===== config.mk =====
export PLATFORM = sky130hd
export DESIGN_NAME = logic32_resp
export DESIGN_NICKNAME = d
export VERILOG_FILES = /design/src/rtl/primitives32_pkg.sv /design/src/rtl/logic32_fifo.sv /design/src/rtl/logic32_resp.sv
export SDC_FILE = /design/constraint.sdc
export NUM_CORES = 1
export LEC_CHECK = 0
export ABC_AREA = 1
export CORE_ASPECT_RATIO = 2
export CORE_UTILIZATION = 35
export DETAILED_ROUTE_END_ITERATION = 16
export PLACE_DENSITY = 0.63
export SLEW_MARGIN = 10
export SYNTH_ARGS = -nofsm -noshare
export SYNTH_HDL_FRONTEND = slang
export SYNTH_SLANG_ARGS = --single-unit

===== constraint.sdc =====
create_clock -name clk -period 2.2 [get_ports clk]
set_input_delay 0.33 -clock clk [delete_from_list [all_inputs] [get_ports clk]]
set_output_delay 0.33 -clock clk [all_outputs]
set_load 0.01 [all_outputs]

===== src/rtl/primitives32_pkg.sv =====
// Shared types and the combinational operation model for the 32-bit
// bitwise primitive responder (AND / OR / NOT, plus an illegal code).
package primitives32_pkg;

  localparam int WIDTH = 32;

  typedef enum logic [1:0] {
    OP_AND = 2'b00,
    OP_OR  = 2'b01,
    OP_NOT = 2'b10,
    OP_ILL = 2'b11
  } op_e;

  // One buffered response: result word plus illegal-op flag.
  typedef struct packed {
    logic [WIDTH-1:0] z;
    logic             err;
  } resp_t;

  // Pure decode of one request. NOT ignores y; the illegal code
  // yields a zero result with err set so the initiator can tell it apart.
  function automatic resp_t eval_op(input op_e              op,
                                    input logic [WIDTH-1:0] x,
                                    input logic [WIDTH-1:0] y);
    resp_t r;
    r = '0;
    case (op)
      OP_AND:  r.z   = x & y;
      OP_OR:   r.z   = x | y;
      OP_NOT:  r.z   = ~x;
      OP_ILL:  r.err = 1'b1;
      default: r     = '0;
    endcase
    return r;
  endfunction

endpackage


===== src/rtl/logic32_fifo.sv =====
// Small synchronous FIFO for responses. Head is read directly from
// storage at the read pointer, so it stays stable until a pop.
// Push is refused when full, pop is ignored when empty.
module logic32_fifo
  import primitives32_pkg::*;
#(
  parameter int  DEPTH = 2,
  parameter type T     = resp_t
) (
  input  logic clk,
  input  logic rst_n,
  input  logic push,
  input  logic pop,
  input  T     din,
  output T     head,
  output logic full,
  output logic empty
);

  localparam int AW = (DEPTH > 1) ? $clog2(DEPTH) : 1;
  localparam logic [AW:0] FULL_CNT = (AW+1)'(DEPTH);

  logic [AW-1:0] wr_ptr_q, wr_ptr_d;
  logic [AW-1:0] rd_ptr_q, rd_ptr_d;
  logic [AW:0]   count_q,  count_d;
  T              mem_q [DEPTH];

  logic do_push;
  logic do_pop;

  assign full    = (count_q == FULL_CNT);
  assign empty   = (count_q == '0);
  assign do_push = push & ~full;
  assign do_pop  = pop & ~empty;
  assign head    = mem_q[rd_ptr_q];

  // Next-state for pointers and occupancy; DEPTH is a power of two so
  // the pointers wrap naturally at their width.
  always_comb begin
    wr_ptr_d = wr_ptr_q;
    rd_ptr_d = rd_ptr_q;
    count_d  = count_q;
    if (do_push) wr_ptr_d = wr_ptr_q + 1'b1;
    if (do_pop)  rd_ptr_d = rd_ptr_q + 1'b1;
    case ({do_push, do_pop})
      2'b10:   count_d = count_q + 1'b1;
      2'b01:   count_d = count_q - 1'b1;
      default: count_d = count_q;
    endcase
  end

  // Control registers; reset empties the FIFO.
  always_ff @(posedge clk) begin
    if (!rst_n) begin
      wr_ptr_q <= '0;
      rd_ptr_q <= '0;
      count_q  <= '0;
    end else begin
      wr_ptr_q <= wr_ptr_d;
      rd_ptr_q <= rd_ptr_d;
      count_q  <= count_d;
    end
  end

  // Storage; cleared on reset so the head reads as zero afterwards.
  always_ff @(posedge clk) begin
    if (!rst_n) begin
      for (int i = 0; i < DEPTH; i++) mem_q[i] <= '0;
    end else if (do_push) begin
      mem_q[wr_ptr_q] <= din;
    end
  end

endmodule


===== src/rtl/logic32_resp.sv =====
// Sequential responder for 32-bit bitwise requests. Each accepted request
// is evaluated combinationally, registered into a response FIFO and
// returned in order on the response channel.
//
// Handshake: a transfer happens on a rising edge where valid and ready are
// both 1. req_ready depends only on registered FIFO occupancy (no path from
// resp_ready), and the response head holds stable while resp_valid is high
// and resp_ready is low. Inputs of a channel are ignored while its
// ready/valid qualifier is low.
module logic32_resp
  import primitives32_pkg::*;
#(
  parameter int WIDTH = 32,   // must match the packaged resp_t word width
  parameter int DEPTH = 2,
  parameter int CNT_W = 16
) (
  input  logic             clk,
  input  logic             rst_n,
  input  logic             req_valid,
  output logic             req_ready,
  input  logic [1:0]       req_op,
  input  logic [WIDTH-1:0] req_x,
  input  logic [WIDTH-1:0] req_y,
  output logic             resp_valid,
  input  logic             resp_ready,
  output logic [WIDTH-1:0] resp_z,
  output logic             resp_err,
  output logic [CNT_W-1:0] req_count,
  output logic             err_seen
);

  logic       push;
  logic       pop;
  logic       fifo_full;
  logic       fifo_empty;
  resp_t      new_resp;
  resp_t      head;
  logic [CNT_W-1:0] req_count_q, req_count_d;
  logic             err_seen_q,  err_seen_d;

  assign req_ready  = ~fifo_full;
  assign resp_valid = ~fifo_empty;
  assign push       = req_valid & req_ready;
  assign pop        = resp_valid & resp_ready;

  assign new_resp   = eval_op(op_e'(req_op), req_x, req_y);

  assign resp_z     = head.z;
  assign resp_err   = head.err;
  assign req_count  = req_count_q;
  assign err_seen   = err_seen_q;

  logic32_fifo #(
    .DEPTH (DEPTH),
    .T     (resp_t)
  ) u_fifo (
    .clk   (clk),
    .rst_n (rst_n),
    .push  (push),
    .pop   (pop),
    .din   (new_resp),
    .head  (head),
    .full  (fifo_full),
    .empty (fifo_empty)
  );

  // Accepted-request counter (wraps) and sticky illegal-op flag.
  always_comb begin
    req_count_d = req_count_q;
    err_seen_d  = err_seen_q;
    if (push) begin
      req_count_d = req_count_q + 1'b1;
      if (op_e'(req_op) == OP_ILL) err_seen_d = 1'b1;
    end
  end

  // Status registers; only reset clears them.
  always_ff @(posedge clk) begin
    if (!rst_n) begin
      req_count_q <= '0;
      err_seen_q  <= 1'b0;
    end else begin
      req_count_q <= req_count_d;
      err_seen_q  <= err_seen_d;
    end
  end

endmodule

Yosys cells after proc, flatten, opt, wreduce, memory -nomap -nowiden. Memories as Yosys holds them, arrays and structs flattened. A register that Yosys moved wholly into a read port is not among the register bits. Index checks and enable logic that the tools add are counted.

Register bits after elaboration: 21. Memory bits (writable): 66. Bits of input ports: 70. Output and inout bits: 52. Memories kept: 1.

Add/subtract/negate cells: 5. Equality and inequality tests: 6. Mux-type cells: 12. Bitwise operators: 9. Reductions and logical operators: 5.

Memories: u_fifo.mem_q (words 2, bits a word 33, read ports 1, clocked after Yosys merged registers in 1, wr ports 2, line logic32_fifo.sv:26) `T mem_q [DEPTH];`.

Operators with widths (count): 32-bit one-hot mux with 3 select lines (1); 33-bit two-way mux (1); 33-bit OR reduction (1); 32-bit AND (1); 32-bit NOT (1); 32-bit OR (1); 16-bit by 1-bit adder with 16-bit output (second input constant) (1); 1-bit two-way mux (9); 2-bit == test (second input constant) (4); 1-bit AND (4); 2-bit by 1-bit == test with 1-bit output (second input constant) (2); 2-bit logical NOT (2); 2-bit one-hot mux with 2 select lines (1); 1-bit adder (second input constant) (2); 2-bit by 1-bit adder with 2-bit output (second input constant) (1); 1-bit NOT (2); 2-bit AND reduction (1); 2-bit nonzero test (1); 2-bit by 1-bit subtractor with 2-bit output (second input constant) (1).

Depth between registers and ports, before layout.
Depth after elaboration: 9. Depth in mapped cells: 9. Gate-level depth less buffers: 9.

Hierarchy. From an unflattened synthesis, not the netlist that was laid out.

Cell total of the unflattened synthesis: 488. Area total of the unflattened synthesis: 4744.6 sq um.

Modules (own cells, without submodules): logic32_fifo (times used 1, cells each 250, area each 3243.1 sq um, sequential area each 2082.0 sq um); logic32_resp (times used 1, cells each 238, area each 1501.4 sq um, sequential area each 340.3 sq um).

Least setup slack after synthesis. Ideal clock, no wire load.

Path kind: register to register. Start: register u_fifo.count_q[0]. End: memory u_fifo.mem_q[0][0] in the netlist's numbering (enable). Library setup time: 0.391 ns. Arrival: 1.674 ns. Data required time: 1.809 ns. Slack: 0.135 ns. Stages on the path, launching flop included: 8. Clock period less this slack: 2.065 ns. Cell sequence: dfxtp_1 -> inv_2 -> nand2_4 -> nand2_4 -> nor2_8 -> nand2_4 -> buf_6 -> nand2_1.

RTL lines: start, declared (line logic32_fifo.sv:25) `logic [AW:0] count_q, count_d;`; start signal, assigned (line logic32_fifo.sv:61) `count_q <= count_d;`; end, declared (line logic32_fifo.sv:26).

==> metrics.txt <==
min cycle time layout=2.13 ns; Synth top cells by count=82 x nor2_1, 66 x edfxtp_1, 56 x o21ai_1; final worst slack=0.0718 ns; antenna violations before repair=0; Critical Path RT=1.87 ns; area delta synth->final=39.1%; drt total wl=12000 µm; worst hold stages=1; Core Area=12200 µm²; cts hold-fix bufs=0; power density over the cells=763 nW/µm²; maximum clock rate=470 MHz; FP Rows=57; most common cell in the netlist=nor2_1; top cells by area, synth=edfxtp_1 45%, dfxtp_1 10%, mux2_2 8.5%; I/O pin cnt=122; Clock Skews=0.00672 ns; largest net degree at the start of global routing=34; slew at the pin with the worst max-slew slack=0.490 ns; Setup crit end kind=primary output; DRT Pass-1 Iters=4; placed cell count=703; Slew headroom=0.673; Synth top area share=0.451; Max Slew Vio Count=0; Hold EP=u_fifo.rd_ptr_q; Primary FF master, synth=edfxtp_1; initial detailed-routing violation count=184; CP Max Fanout=33; reg2reg end=u_fifo.count_q[1]; CP Launch Type=flip-flop; hold crit path type=reg2reg; vias in the first global route=3821; Die W=81.2 µm; fin crit share=0.967; routability congestion estimate from global placement=0.778; clock slew at reported path FFs=0.06 ns; Vias/cell=5.23; Max Buffers Root-to-Sink=2; Post-Synthesis Cells=441; DR WL/cell=16.7 µm; Die Y-Extent=160 µm; Final setup violation count=0; sequential-to-total area share from yosys stat=0.551; Synth Net Count=513; Max VDD drop=0.433 mV; RSZ-0062 raised after global routing=false; r2r worst-path depth=9; H-tree depth=3; cts repair resizes=0; Leak Pwr=2.18 nW; Max Cap Violations=0; Non-Filler Instances=719; Overflow after GRT=0; global-route wire length before repair=18500 µm; final setup TNS=0 ns; worst reg2reg setup slack=0.63 ns; Vias=3759; Yosys reg bits=88; Num CTS Buffers=9; post-CTS setup buffers=0; clock sinks=88; IO buf count=121; clk_lat worst skew=0.34 ns; final hold violations=0; area leader, netlist=edfxtp_1; hold path startpoint=u_fifo.rd_ptr_q; worst setup path category=reg2out; TritonCTS clock tree=yes; pre-CTS WS=0.132 ns; ant diodes=0; Yosys warning count=0; run status=finished, final reports clean; Critical R2R Launch=u_fifo.count_q[1]; DP HPWL=8750 µm; Remaining DRCs=0; initial core utilization=0.360; mapped cell area=4390 µm²; number of synthesized flops with an enable pin=66; Final nets=639; synthesized area per cell=9.96 µm²; Final Total Pwr=4.67 mW; Netlist cell types=28; fraction of registers with async set/reset=0; share of cells above drive strength 1=0.147; clock root buffer=clkbuf_16; post-route ant nets=0; Overall Global Routing Usage=0.194; Worst EP arrival=1.80 ns; die area=13000 µm²
[critical path, stage by stage, from the launching register on]
cell,delay (ns)
dfxtp_2,0.34
buf_12,0.21
mux2_2,0.36
clkdlybuf4s50_1,0.54
[layer usage]
layer / wire length, µm / GRT usage
met4: 566 / 0.0966
met3: 563 / 0.0494
met1: 3930 / 0.166
met5: 0 / 0
met2: 6980 / 0.383
[power breakdown]
| group | switching (mW) | leakage (nW) | internal [mW] |
|---|---|---|---|
| clock network | 0.597 | 0.144 | 0.911 |
| registers | 0.0572 | 0.870 | 1.94 |
| logic | 0.558 | 1.17 | 0.602 |
[area by class of cell]
class,instances,area (µm²)
clock inverters,3,41.3
fillers,1127,6080
clock buffers,13,250
inverters,22,82.6
well taps,147,184
multi-input cells,310,1760
repair buffers,136,1370
flip-flops and latches,88,2420
[state kept, by name, summed over array words and instances, names as in the netlist, named ones only]
signal           cells
err_seen             1
u_fifo.mem_q        66
req_count           16
u_fifo.wr_ptr_q      1
u_fifo.count_q       2
u_fifo.rd_ptr_q      1
[cells in the final DEF (no fill, tap or decap), types with 9 or more instances in the layout]
| cell type | Yosys | layout |
|---|---|---|
| edfxtp_1 | 66 | 66 |
| buf_4 | 0 | 11 |
| a31oi_1 | 32 | 32 |
| clkdlybuf4s50_1 | 0 | 121 |
| o21ai_0 | 17 | 17 |
| clkbuf_16 | 0 | 9 |
| a21oi_1 | 14 | 14 |
| nand2_1 | 37 | 35 |
| inv_1 | 17 | 17 |
| mux2_2 | 33 | 33 |
| dfxtp_1 | 22 | 21 |
| o21ai_1 | 56 | 56 |
| nand3_1 | 11 | 11 |
| nor2_1 | 82 | 81 |
[through the flow]
stage                     cell area [µm²]  hold WS [ns]  utilization
after floorplan                      4390         0.426            -
after global placement               5820         0.429        0.477
after detailed placement             5820         0.444        0.477
after CTS                            6110         0.462        0.501
after global routing                 6110         0.499        0.501
final                                6110         0.460        0.501
[how the worst max path moves through the flow]
stage / endpoint / slack, ns / depth (start not counted)
after floorplan: u_fifo.mem_q[0][0] / 0.13 / 7
after global placement: u_fifo.mem_q[1][31] / 0.18 / 8
after detailed placement: u_fifo.mem_q[1][31] / 0.13 / 7
after CTS: resp_z[16] / 0.05 / 3
after global routing: resp_z[16] / 0.03 / 3
final: resp_z[16] / 0.07 / 3
[logic make-up after synthesis]
family                   synth area share
adder cells (fa/ha/maj)           0.00569
multiplexers                       0.0846
AND/OR/NAND/NOR                     0.155
buffers and inverters              0.0504
AO/OA/AOI/OAI                       0.153
flip-flops                          0.551
No activity file was read; power rests on OpenSTA's default activity.
